`config.mk`:
```
export PLATFORM = sky130hd
export DESIGN_NAME = count_updn_mod
export DESIGN_NICKNAME = d
export VERILOG_FILES = /design/src/rtl/count_updn_mod.sv
export SDC_FILE = /design/constraint.sdc
export NUM_CORES = 1
export LEC_CHECK = 0
export CAP_MARGIN = 20
export CORE_UTILIZATION = 45
export DETAILED_ROUTE_END_ITERATION = 8
export PLACE_DENSITY_LB_ADDON = 0.05
export SYNTH_ARGS = -nofsm -noshare
export SYNTH_HDL_FRONTEND = slang
export SYNTH_SLANG_ARGS = --single-unit
```
`constraint.sdc`:
```
create_clock -name clk -period 4.1 [get_ports clk]
set_input_delay 0.82 -clock clk [delete_from_list [all_inputs] [get_ports clk]]
set_output_delay 0.82 -clock clk [all_outputs]
set_load 0.01 [all_outputs]
```
`src/rtl/count_updn_mod.sv`:
```
// Parametrised up/down counter with modulus, step prescaler, wrap/saturate boundary handling,
// a terminal-count pulse and a sticky overflow flag.
module count_updn_mod #(
    parameter int WIDTH    = 8,
    parameter int MODULUS  = 256,
    parameter int SATURATE = 0,
    parameter int PRESCALE = 1
) (
    input  logic             clk,
    input  logic             reset,
    input  logic             en,
    input  logic             up,
    input  logic             load,
    input  logic [WIDTH-1:0] load_val,
    output logic [WIDTH-1:0] out,
    output logic             tc,
    output logic             ovf
);

    localparam int               PW    = (PRESCALE > 1) ? $clog2(PRESCALE) : 1;
    localparam logic [WIDTH:0]   MODW  = (WIDTH+1)'(MODULUS);
    localparam logic [WIDTH-1:0] MAXV  = WIDTH'(MODULUS - 1);
    localparam logic [PW-1:0]    PLAST = PW'(PRESCALE - 1);

    logic [PW-1:0]    pre;
    logic [WIDTH-1:0] load_clamped;
    logic [WIDTH-1:0] step_val;
    logic             step;
    logic             boundary;

    // Next-value logic stays inside 0..MODULUS-1, so an out-of-range value is never registered.
    always_comb begin
        load_clamped = ({1'b0, load_val} >= MODW) ? MAXV : load_val;
        step         = en && (pre == PLAST);
        boundary     = up ? (out == MAXV) : (out == '0);
        step_val     = out;
        if (up) begin
            if (!boundary)
                step_val = out + WIDTH'(1);
            else if (SATURATE == 0)
                step_val = '0;
        end else begin
            if (!boundary)
                step_val = out - WIDTH'(1);
            else if (SATURATE == 0)
                step_val = MAXV;
        end
    end

    always_ff @(posedge clk) begin
        if (reset) begin
            out <= '0;
            pre <= '0;
            tc  <= 1'b0;
            ovf <= 1'b0;
        end else if (load) begin
            out <= load_clamped;
            pre <= '0;
            tc  <= 1'b0;
            ovf <= 1'b0;
        end else if (step) begin
            out <= step_val;
            pre <= '0;
            tc  <= boundary;
            ovf <= ovf | boundary;
        end else begin
            if (en)
                pre <= pre + PW'(1);
            tc <= 1'b0;
        end
    end

endmodule

```
Yosys cells after proc, flatten, opt, wreduce, memory -nomap -nowiden

Cells that the tools add are included.

Register bits: 11
Output and inout bits: 10
Word-level logic and storage cells: 23

Add/sub/neg operators: 3
Equality and inequality tests: 1
Multiplexer cells: 6
Bitwise operators: 3
Reductions and logical operators: 6

Operators by type and width:

| kind                  | count |
|---|---|
| $mux W8               | 5 |
| $add A8 B1 Y8 const B | 1 |
| $eq A8 B8 Y1 const B  | 1 |
| $logic_not A8 Y1      | 1 |
| $sub A8 B1 Y8 const B | 1 |
| $reduce_or A3 Y1      | 2 |
| $not A1 Y1            | 2 |
| $reduce_bool A2 Y1    | 1 |
| $reduce_or A2 Y1      | 1 |
| $add A1 B1 Y1 const B | 1 |
| $logic_and A1 B1 Y1   | 1 |
| $mux W1               | 1 |
| $or A1 B1 Y1          | 1 |

Depth between registers and ports, before layout

Gate-level depths: netlist (run 1).

Word-level depth: 6
Mapped depth: 7

Least setup slack after synthesis (run 1)

OpenSTA, ideal clock, no wires.

Path kind: input-to-reg
Start: in reset
End: reg out[3]
Library setup time: 0.136 ns
Arrival: 1.758 ns
Slack: 2.206 ns
Stages: 5
Buffers on the path: 1
Path through: clkbuf_1 > inv_1 > a31o_2 > nor4_1 > a211oi_2

RTL lines:

| what                 | RTL line | RTL |
|---|---|---|
| from (decl)          | 10       | `input logic reset,` |
| to (signal assigned) | 57       | `out <= load_clamped;` |
| to (signal assigned) | 62       | `out <= step_val;` |
| to (decl)            | 15       | `output logic [WIDTH-1:0] out,` |

Worst setup path after layout (run 1)

Start: in load
End: reg out[5]

Cells in the longest elaborated chain, start to end: 1

Ends and longest elaborated chain:

| what                                          | RTL line | RTL |
|---|---|---|
| from (decl)                                   | 13       | `input logic load,` |
| $mux W8 or $reduce_bool A2 Y1 (tied branches) | -        |  |

Parallel ways exist; a longest one is shown, timed or not.
A chain may end at the register's enable or synchronous reset.

==> impl_metrics.env, run 1 <==
export IMPL_grt_usage_pct=23.0
export IMPL_status="finished, final reports clean"
export IMPL_timing_final_crit_share_pct=59.7
export IMPL_antenna_found_initial=0
export IMPL_place_congestion=0.916
export IMPL_vdd_drop_max_mv=0.222
export IMPL_layout_min_cycle_time_ns=2.45
export IMPL_synth_ff_type="dfxtp_1"
export IMPL_postCtsResizedCells=0
export IMPL_antenna_left=0
export IMPL_final_hold_violation_count=0
export IMPL_path_clk_slew_ns=0.08
export IMPL_yosysWarnings=0
export IMPL_skew_ns=0.00510
export IMPL_io_pins=23
export IMPL_cts_tree="yes"
export IMPL_vias=978
export IMPL_nNetsFinal=153
export IMPL_powerDensity_mw_per_mm2=265
export IMPL_h_tree_depth=1
export IMPL_setup_viol=0
export IMPL_hold_path_class="reg2reg"
export IMPL_rows=16
export IMPL_yosysMostFrequentCell="dfxtp_1"
export IMPL_holdBufCountCts=0
export IMPL_clk_path_buf_depth=2
export IMPL_maxCapViolCount=0
export IMPL_syn_inst=123
export IMPL_syn2layout_area_growth_pct=22.2
export IMPL_tightestPinTransition_ns=0.866
export IMPL_fin_util_pct=59.1
export IMPL_syn_nets=138
export IMPL_cts_made_buffers=3
export IMPL_rrSetupSlack_ns=2.18
export IMPL_drive_gt1_share_pct=10.2
export IMPL_synth_edff_count=0
export IMPL_cp_end_kind="flop"
export IMPL_dieArea_mm2=0.00232
export IMPL_n_antenna_cell=0
export IMPL_crit_start="load"
export IMPL_ys_ff_latch=11
export IMPL_drv_slew=0
export IMPL_die_height_um=48.2
export IMPL_drt_vias_per_instance=5.96
export IMPL_crit_end="out[5]"
export IMPL_synth_top_area_cell="dfxtp_1"
export IMPL_r2r_cells=6
export IMPL_synth_seq_area_share_pct=23.0
export IMPL_port_buffers=22
export IMPL_clk_latency_ns=0.28
export IMPL_slew_headroom_pct=42.1
export IMPL_leakage_uw=0.000403
export IMPL_async_flop_share_pct=0
export IMPL_worstPathCellList="clkdlybuf4s50_1 > nor2_1 > a21boi_0 > o211ai_2 > and4_1"
export IMPL_core_area_mm2=0.00198
export IMPL_synthTopCellsByCount="11 x dfxtp_1, 10 x nor2_1, 9 x a21oi_1, 8 x inv_1, 6 x o21ai_0"
export IMPL_crit_path_max_fanout=25
export IMPL_drtIter0Drc=30
export IMPL_start_util_pct=48.4
export IMPL_syn_area_um2=958
export IMPL_overflow=0
export IMPL_clock_sinks=11
export IMPL_r2r_end="out[1]"
export IMPL_path_depth=5
export IMPL_drt_wl_total_mm=2.25
export IMPL_grt_pass1_wl_mm=3.73
export IMPL_cp_top_family="buffers and inverters"
export IMPL_worstSetupPathType="in2reg"
export IMPL_die_width_um=48.2
export IMPL_root_buffer="clkbuf_4"
export IMPL_netlist_area_leader_share_pct=23.0
export IMPL_rsz0062_at_grt="no"
export IMPL_synth_cell_types=53
export IMPL_synth_top_cells_by_area="dfxtp_1 23%, a21oi_1 4.7%, nor2_1 3.9%"
export IMPL_cp_required_ns=4.28
export IMPL_grt_max_degree=26
export IMPL_wl_per_cell_um=13.7
export IMPL_postSynthAreaPerCell_um2=7.79
export IMPL_slowest_delay_ns=0.85
export IMPL_path_buf_inv=1
export IMPL_clock_fmax_ghz=0.409
export IMPL_crit_arrival_ns=2.63
export IMPL_r2r_start="out[0]"
export IMPL_drc_errors=0
export IMPL_dr_pass1_iters=4
export IMPL_grt_pass1_vias=827
export IMPL_hpwl_mm=1.59
export IMPL_slowest_stage="clkdlybuf4s50_1"
export IMPL_post_cts_buffers=0
export IMPL_tns_ns=0
export IMPL_start_kind="input pin"
[placed cells by master (no fill, tap or decap), drive strengths merged, types with 4 or more instances in the layout]
cell           synthesis  final
nor2                  11     11
a211oi                 4      4
nand2                  4      4
clkbuf                 5      4
clkdlybuf4s50          0     22
o21ai                  6      6
a21oi                  9      9
nand3                  4      4
dfxtp                 11     11
inv                    8      8
[metal layers]
layer,global-route usage [%],vias up,part of all wire (%)
li1,-,488,-
met1,33.2,453,48
met2,32.8,32,46
met3,5.56,5,5.2
met4,8.33,0,0.93
met5,0,-,0
[power by group]
part	switching [uW]	internal (uW)	total (uW)
combinational	45.9	52.0	97.9
clock	41.3	37.8	79.1
sequential	18.9	114	133
total	106	204	310
[area by class of cell]
class	instances	area, um^2
clock buffers	4	26.3
inverters	8	30.0
repair buffers	22	220
well taps	27	33.8
multi-input cells	92	641
flip-flops and latches	11	220
fillers	192	811
[worst min path at each step]
stage | start | end | cells after the start
3_3_place_gp | ovf | ovf | 1
5_1_grt | ovf | ovf | 1
2_1_floorplan | pre | pre | 1
6_report | ovf | ovf | 1
4_1_cts | ovf | ovf | 1
3_5_place_dp | ovf | ovf | 1
[state kept, by name (all words and copies together), names as in the netlist]
signal  count
out         8
ovf         1
pre         1
tc          1
[metrics by stage]
stage / worst slack [ns] / cells / hold WS [ns] / area [um^2] / total power (uW)
6_report: 1.65 / 164 / 0.473 / 1170 / 310
5_1_grt: 1.52 / 164 / 0.513 / 1170 / 332
4_1_cts: 1.71 / 164 / 0.480 / 1170 / 313
3_5_place_dp: 1.40 / 160 / 0.457 / 1140 / 232
3_3_place_gp: 1.45 / 160 / 0.453 / 1140 / 231
2_1_floorplan: 2.21 / 123 / 0.468 / 958 / 200
[cell families after synthesis]
group,share of synthesized area (%)
mux,2.22
buf+inv,10.2
flops,23.0
fa+ha+maj,2.61
xor+xnor,2.74
simple gates,30.0
compound gates,29.2
Power figures use the tool's default switching activity.
==> run 2, diff against run 1 <==
==> constraint.sdc (replaced) <==
create_clock -name clk -period 2.4 [get_ports clk]
set_input_delay 0.48 -clock clk [delete_from_list [all_inputs] [get_ports clk]]
set_output_delay 0.48 -clock clk [all_outputs]
set_load 0.01 [all_outputs]
==> impl_metrics.env, run 2 (synthesis gave the netlist of run 1 again) <==
export IMPL_status="finished, final reports clean"
export IMPL_fin_util_pct=61.4
export IMPL_fillCellCount=182
export IMPL_path_clk_slew_ns=0.08
export IMPL_start_kind="flop"
export IMPL_hpwl_mm=1.82
export IMPL_antenna_found_initial=0
export IMPL_path_buf_inv=1
export IMPL_nNetsFinal=159
export IMPL_maxCapViolCount=0
export IMPL_vdd_drop_max_mv=0.273
export IMPL_postCtsResizedCells=0
export IMPL_leakage_uw=0.000435
export IMPL_crit_path_max_fanout=16
export IMPL_drv_slew=0
export IMPL_powerDensity_mw_per_mm2=446
export IMPL_layout_min_cycle_time_ns=2.00
export IMPL_crit_end="out[5]"
export IMPL_syn2layout_area_growth_pct=27.0
export IMPL_timing_final_crit_share_pct=83.3
export IMPL_hold_path_class="reg2reg"
export IMPL_largest_reg_flops=8
export IMPL_core_area_mm2=0.00198
export IMPL_h_tree_depth=1
export IMPL_p_int_uw=352
export IMPL_pwr_share_comb_pct=32.6
export IMPL_swShare_pct=35.3
export IMPL_rows=16
export IMPL_cts_tree="yes"
export IMPL_crit_arrival_ns=1.52
export IMPL_clk_path_buf_depth=2
export IMPL_place_congestion=0.977
export IMPL_setup_viol=0
export IMPL_port_buffers=22
export IMPL_post_cts_buffers=0
export IMPL_dieArea_mm2=0.00232
export IMPL_rrSetupSlack_ns=0.47
export IMPL_clock_sinks=11
export IMPL_rsz0062_at_grt="no"
export IMPL_vias=1018
export IMPL_total_power_uw=543
export IMPL_cp_end_kind="output pin"
export IMPL_worstSetupPathType="reg2out"
export IMPL_r2r_end="out[3]"
export IMPL_r2r_start="out[0]"
export IMPL_grt_pass1_wl_mm=3.91
export IMPL_p_switching_uw=192
export IMPL_tns_ns=0
export IMPL_path_depth=1
export IMPL_slew_headroom_pct=68.9
export IMPL_tightestPinTransition_ns=0.467
export IMPL_clk_latency_ns=0.28
export IMPL_power_share_clock_pct=25.4
export IMPL_crit_start="out[5]"
export IMPL_drive_gt1_share_pct=14.7
export IMPL_slowest_stage="clkdlybuf4s50_1"
export IMPL_final_cell_mix="22 x clkdlybuf4s50_1, 11 x dfxtp_1, 10 x nor2_1, 9 x a21oi_1, 8 x inv_1"
export IMPL_n_antenna_cell=0
export IMPL_cts_made_buffers=3
export IMPL_holdBufCountCts=0
export IMPL_die_width_um=48.2
export IMPL_drt_vias_per_instance=5.99
export IMPL_drtIter0Drc=31
export IMPL_slowest_delay_ns=0.62
export IMPL_io_pins=23
export IMPL_max_flop_register="out"
export IMPL_root_buffer="clkbuf_4"
export IMPL_drt_wl_total_mm=2.54
export IMPL_cp_required_ns=1.92
export IMPL_drc_errors=0
export IMPL_skew_ns=0.00577
export IMPL_grt_usage_pct=24.6
export IMPL_overflow=0
export IMPL_wl_per_cell_um=14.9
export IMPL_antenna_left=0
export IMPL_clock_fmax_ghz=0.500
export IMPL_grt_max_degree=17
export IMPL_seqPwrFrac_pct=42.0
export IMPL_final_hold_violation_count=0
export IMPL_r2r_cells=6
export IMPL_grt_pass1_vias=819
export IMPL_worstPathCellList="clkdlybuf4s50_1"
export IMPL_cp_top_family="buffers and inverters"
export IMPL_final_common_cell="clkdlybuf4s50_1"
export IMPL_start_util_pct=48.4
export IMPL_die_height_um=48.2
export IMPL_dr_pass1_iters=4
## run 2: per-layer routing
| layer | GRT usage [%] | vias to the layer above | wire length, um |
|---|---|---|---|
| met4 | 11.1 | 0 | 44 |
| met3 | 3.33 | 7 | 160 |
| li1 | - | 502 | - |
| met2 | 35.2 | 50 | 1130 |
| met5 | 0 | - | 0 |
| met1 | 36.2 | 459 | 1210 |
## run 2: power by group through the flow
| stage | sequential, uW | combinational [uW] | clock (uW) |
|---|---|---|---|
| after floorplan | 215 | 127 | 0 |
| after global placement | 231 | 175 | 0 |
| after detailed placement | 232 | 176 | 0 |
| after CTS | 227 | 177 | 138 |
| after global routing | 232 | 196 | 145 |
| final | 228 | 177 | 138 |
## run 2: layout make-up
type,instances,area (um^2),area share (%)
Clock buffer,3,22.5,1.85
Sequential cell,11,220,18.1
Clock inverter,1,5.00,0.411
Tap cell,27,33.8,2.77
Timing Repair Buffer,28,265,21.8
Multi-Input combinational cell,92,641,52.6
Inverter,8,30.0,2.47
## run 2: through the flow
stage	cells	hold slack (ns)	setup WS, ns	area, um^2
2_1_floorplan	123	0.468	0.640	958
3_3_place_gp	166	0.470	0.249	1190
3_5_place_dp	166	0.457	0.199	1190
4_1_cts	170	0.479	0.403	1220
5_1_grt	170	0.498	0.312	1220
6_report	170	0.480	0.400	1220
## run 2: worst min-delay path by stage
stage,startpoint,to,cells after the start
after floorplan,pre,pre,1
after global placement,ovf,ovf,1
after detailed placement,ovf,ovf,1
after CTS,ovf,ovf,1
after global routing,ovf,ovf,1
final,ovf,ovf,1
==> run 3, diff against run 2 <==
--- a/config.mk
+++ b/config.mk
@@ -6,7 +6,7 @@
 export NUM_CORES = 1
 export LEC_CHECK = 0
 export CAP_MARGIN = 20
-export CORE_UTILIZATION = 45
+export CORE_UTILIZATION = 44
 export DETAILED_ROUTE_END_ITERATION = 8
 export PLACE_DENSITY_LB_ADDON = 0.05
 export SYNTH_ARGS = -nofsm -noshare
==> constraint.sdc (replaced) <==
create_clock -name clk -period 1.8 [get_ports clk]
set_input_delay 0.36 -clock clk [delete_from_list [all_inputs] [get_ports clk]]
set_output_delay 0.36 -clock clk [all_outputs]
set_load 0.01 [all_outputs]
==> impl_metrics.env, run 3 (synthesis gave the netlist of run 1 again) <==
export IMPL_status="finished, final reports clean"
export IMPL_vias=1101
export IMPL_grt_pass1_wl_mm=4.73
export IMPL_tns_ns=0
export IMPL_clk_latency_ns=0.29
export IMPL_n_antenna_cell=0
export IMPL_h_tree_depth=1
export IMPL_clock_sinks=11
export IMPL_grt_busiest_layer="met2"
export IMPL_drv_slew=0
export IMPL_start_kind="flop"
export IMPL_maxCapViolCount=0
export IMPL_fin_area_mm2=0.00131
export IMPL_pwr_share_comb_pct=36.3
export IMPL_p_int_uw=491
export IMPL_largest_reg_flops=8
export IMPL_grt_pass1_vias=1014
export IMPL_final_hold_violation_count=0
export IMPL_die_height_um=48.7
export IMPL_drtIter0Drc=46
export IMPL_cp_top_family="buffers and inverters"
export IMPL_path_buf_inv=1
export IMPL_leakage_uw=0.000494
export IMPL_cts_tree="yes"
export IMPL_crit_arrival_ns=1.36
export IMPL_grtUsageMet3_pct=3.77
export IMPL_max_flop_register="out"
export IMPL_post_cts_buffers=0
export IMPL_final_common_cell="clkdlybuf4s50_1"
export IMPL_tightestPinTransition_ns=0.405
export IMPL_drt_vias_per_instance=6.05
export IMPL_syn2layout_area_growth_pct=36.8
export IMPL_antenna_found_initial=0
export IMPL_timing_final_crit_share_pct=95.8
export IMPL_dieArea_mm2=0.00237
export IMPL_skew_ns=0.00328
export IMPL_vdd_drop_max_mv=0.464
export IMPL_rows=16
export IMPL_power_share_clock_pct=25.0
export IMPL_dpl_worst_slack_ns=-0.0884
export IMPL_dr_pass1_iters=4
export IMPL_worstSetupPathType="reg2out"
export IMPL_path_clk_slew_ns=0.09
export IMPL_grt_max_degree=17
export IMPL_use_met1_pct=34.0
export IMPL_setup_ws_ns=0.0758
export IMPL_drive_gt1_share_pct=23.2
export IMPL_cts_made_buffers=3
export IMPL_cp_required_ns=1.44
export IMPL_clk_path_buf_depth=2
export IMPL_worstPathCellList="clkdlybuf4s50_1"
export IMPL_cp_end_kind="output pin"
export IMPL_root_buffer="clkbuf_4"
export IMPL_nNetsFinal=171
export IMPL_rsz0062_at_grt="no"
export IMPL_swShare_pct=35.6
export IMPL_placed_area_mm2=0.00128
export IMPL_slew_headroom_pct=72.7
export IMPL_grt_usage_pct=25.9
export IMPL_slowest_delay_ns=0.59
export IMPL_drc_errors=0
export IMPL_met2_usage_pct=42.4
export IMPL_overflow=0
export IMPL_layout_min_cycle_time_ns=1.72
export IMPL_hold_path_class="reg2reg"
export IMPL_fin_util_pct=65.5
export IMPL_io_pins=23
export IMPL_crit_path_max_fanout=16
export IMPL_drt_wl_total_mm=2.81
export IMPL_die_width_um=48.7
export IMPL_antenna_left=0
export IMPL_port_buffers=22
export IMPL_place_congestion=0.981
export IMPL_clock_fmax_ghz=0.580
export IMPL_total_power_uw=762
export IMPL_hpwl_mm=2.07
export IMPL_wl_per_cell_um=15.5
export IMPL_fillCellCount=179
export IMPL_core_area_mm2=0.00200
export IMPL_p_switching_uw=271
export IMPL_seqPwrFrac_pct=38.7
export IMPL_start_util_pct=47.9
export IMPL_setup_viol=0
export IMPL_powerDensity_mw_per_mm2=581
export IMPL_slowest_stage="clkdlybuf4s50_1"
export IMPL_final_cell_mix="22 x clkdlybuf4s50_1, 18 x buf_4, 10 x nor2_1, 9 x a21oi_1"
## run 3: layout make-up
class | count | area (um^2) | area share [%]
Clock buffer | 3 | 22.5 | 1.72
Clock inverter | 1 | 5.00 | 0.382
Inverter | 8 | 30.0 | 2.29
Multi-Input combinational cell | 92 | 641 | 48.9
Sequential cell | 11 | 224 | 17.1
Tap cell | 27 | 33.8 | 2.58
Timing Repair Buffer | 40 | 355 | 27.1
## run 3: power by group through the flow
stage	Sequential (uW)	Clock [uW]	Combinational, uW
global route	299	201	300
global placement	297	0	269
detailed placement	298	0	272
CTS	294	189	274
finish	294	191	276
floorplan	286	0	170
## run 3: path summary, 6_finish.rpt
kind                            startpoint     end  slack [ns]  depth (start not counted)
worst max-delay path                out[5]  out[5]        0.08                          1
worst min-delay path                   pre     pre        0.49                          1
worst max register to register      out[0]  out[5]        0.11                          6
worst min register to register         pre     pre        0.49                          1
## run 3: metrics by stage
stage          std cells  hold WS (ns)
2_1_floorplan        123         0.437
3_3_place_gp         178         0.479
3_5_place_dp         178         0.486
4_1_cts              182         0.498
5_1_grt              182         0.515
6_report             182         0.493
## run 3: repair_timing
action	CTS	global route
setup endpoints to repair	3	0
hold buffers	0	0
gates resized for setup	3	0
## run 3: routing by layer
layer	part of all wire [%]	routed length, um
met2	46	1290
met3	6.5	183
met5	0	0
met4	1.2	34
met1	46	1300
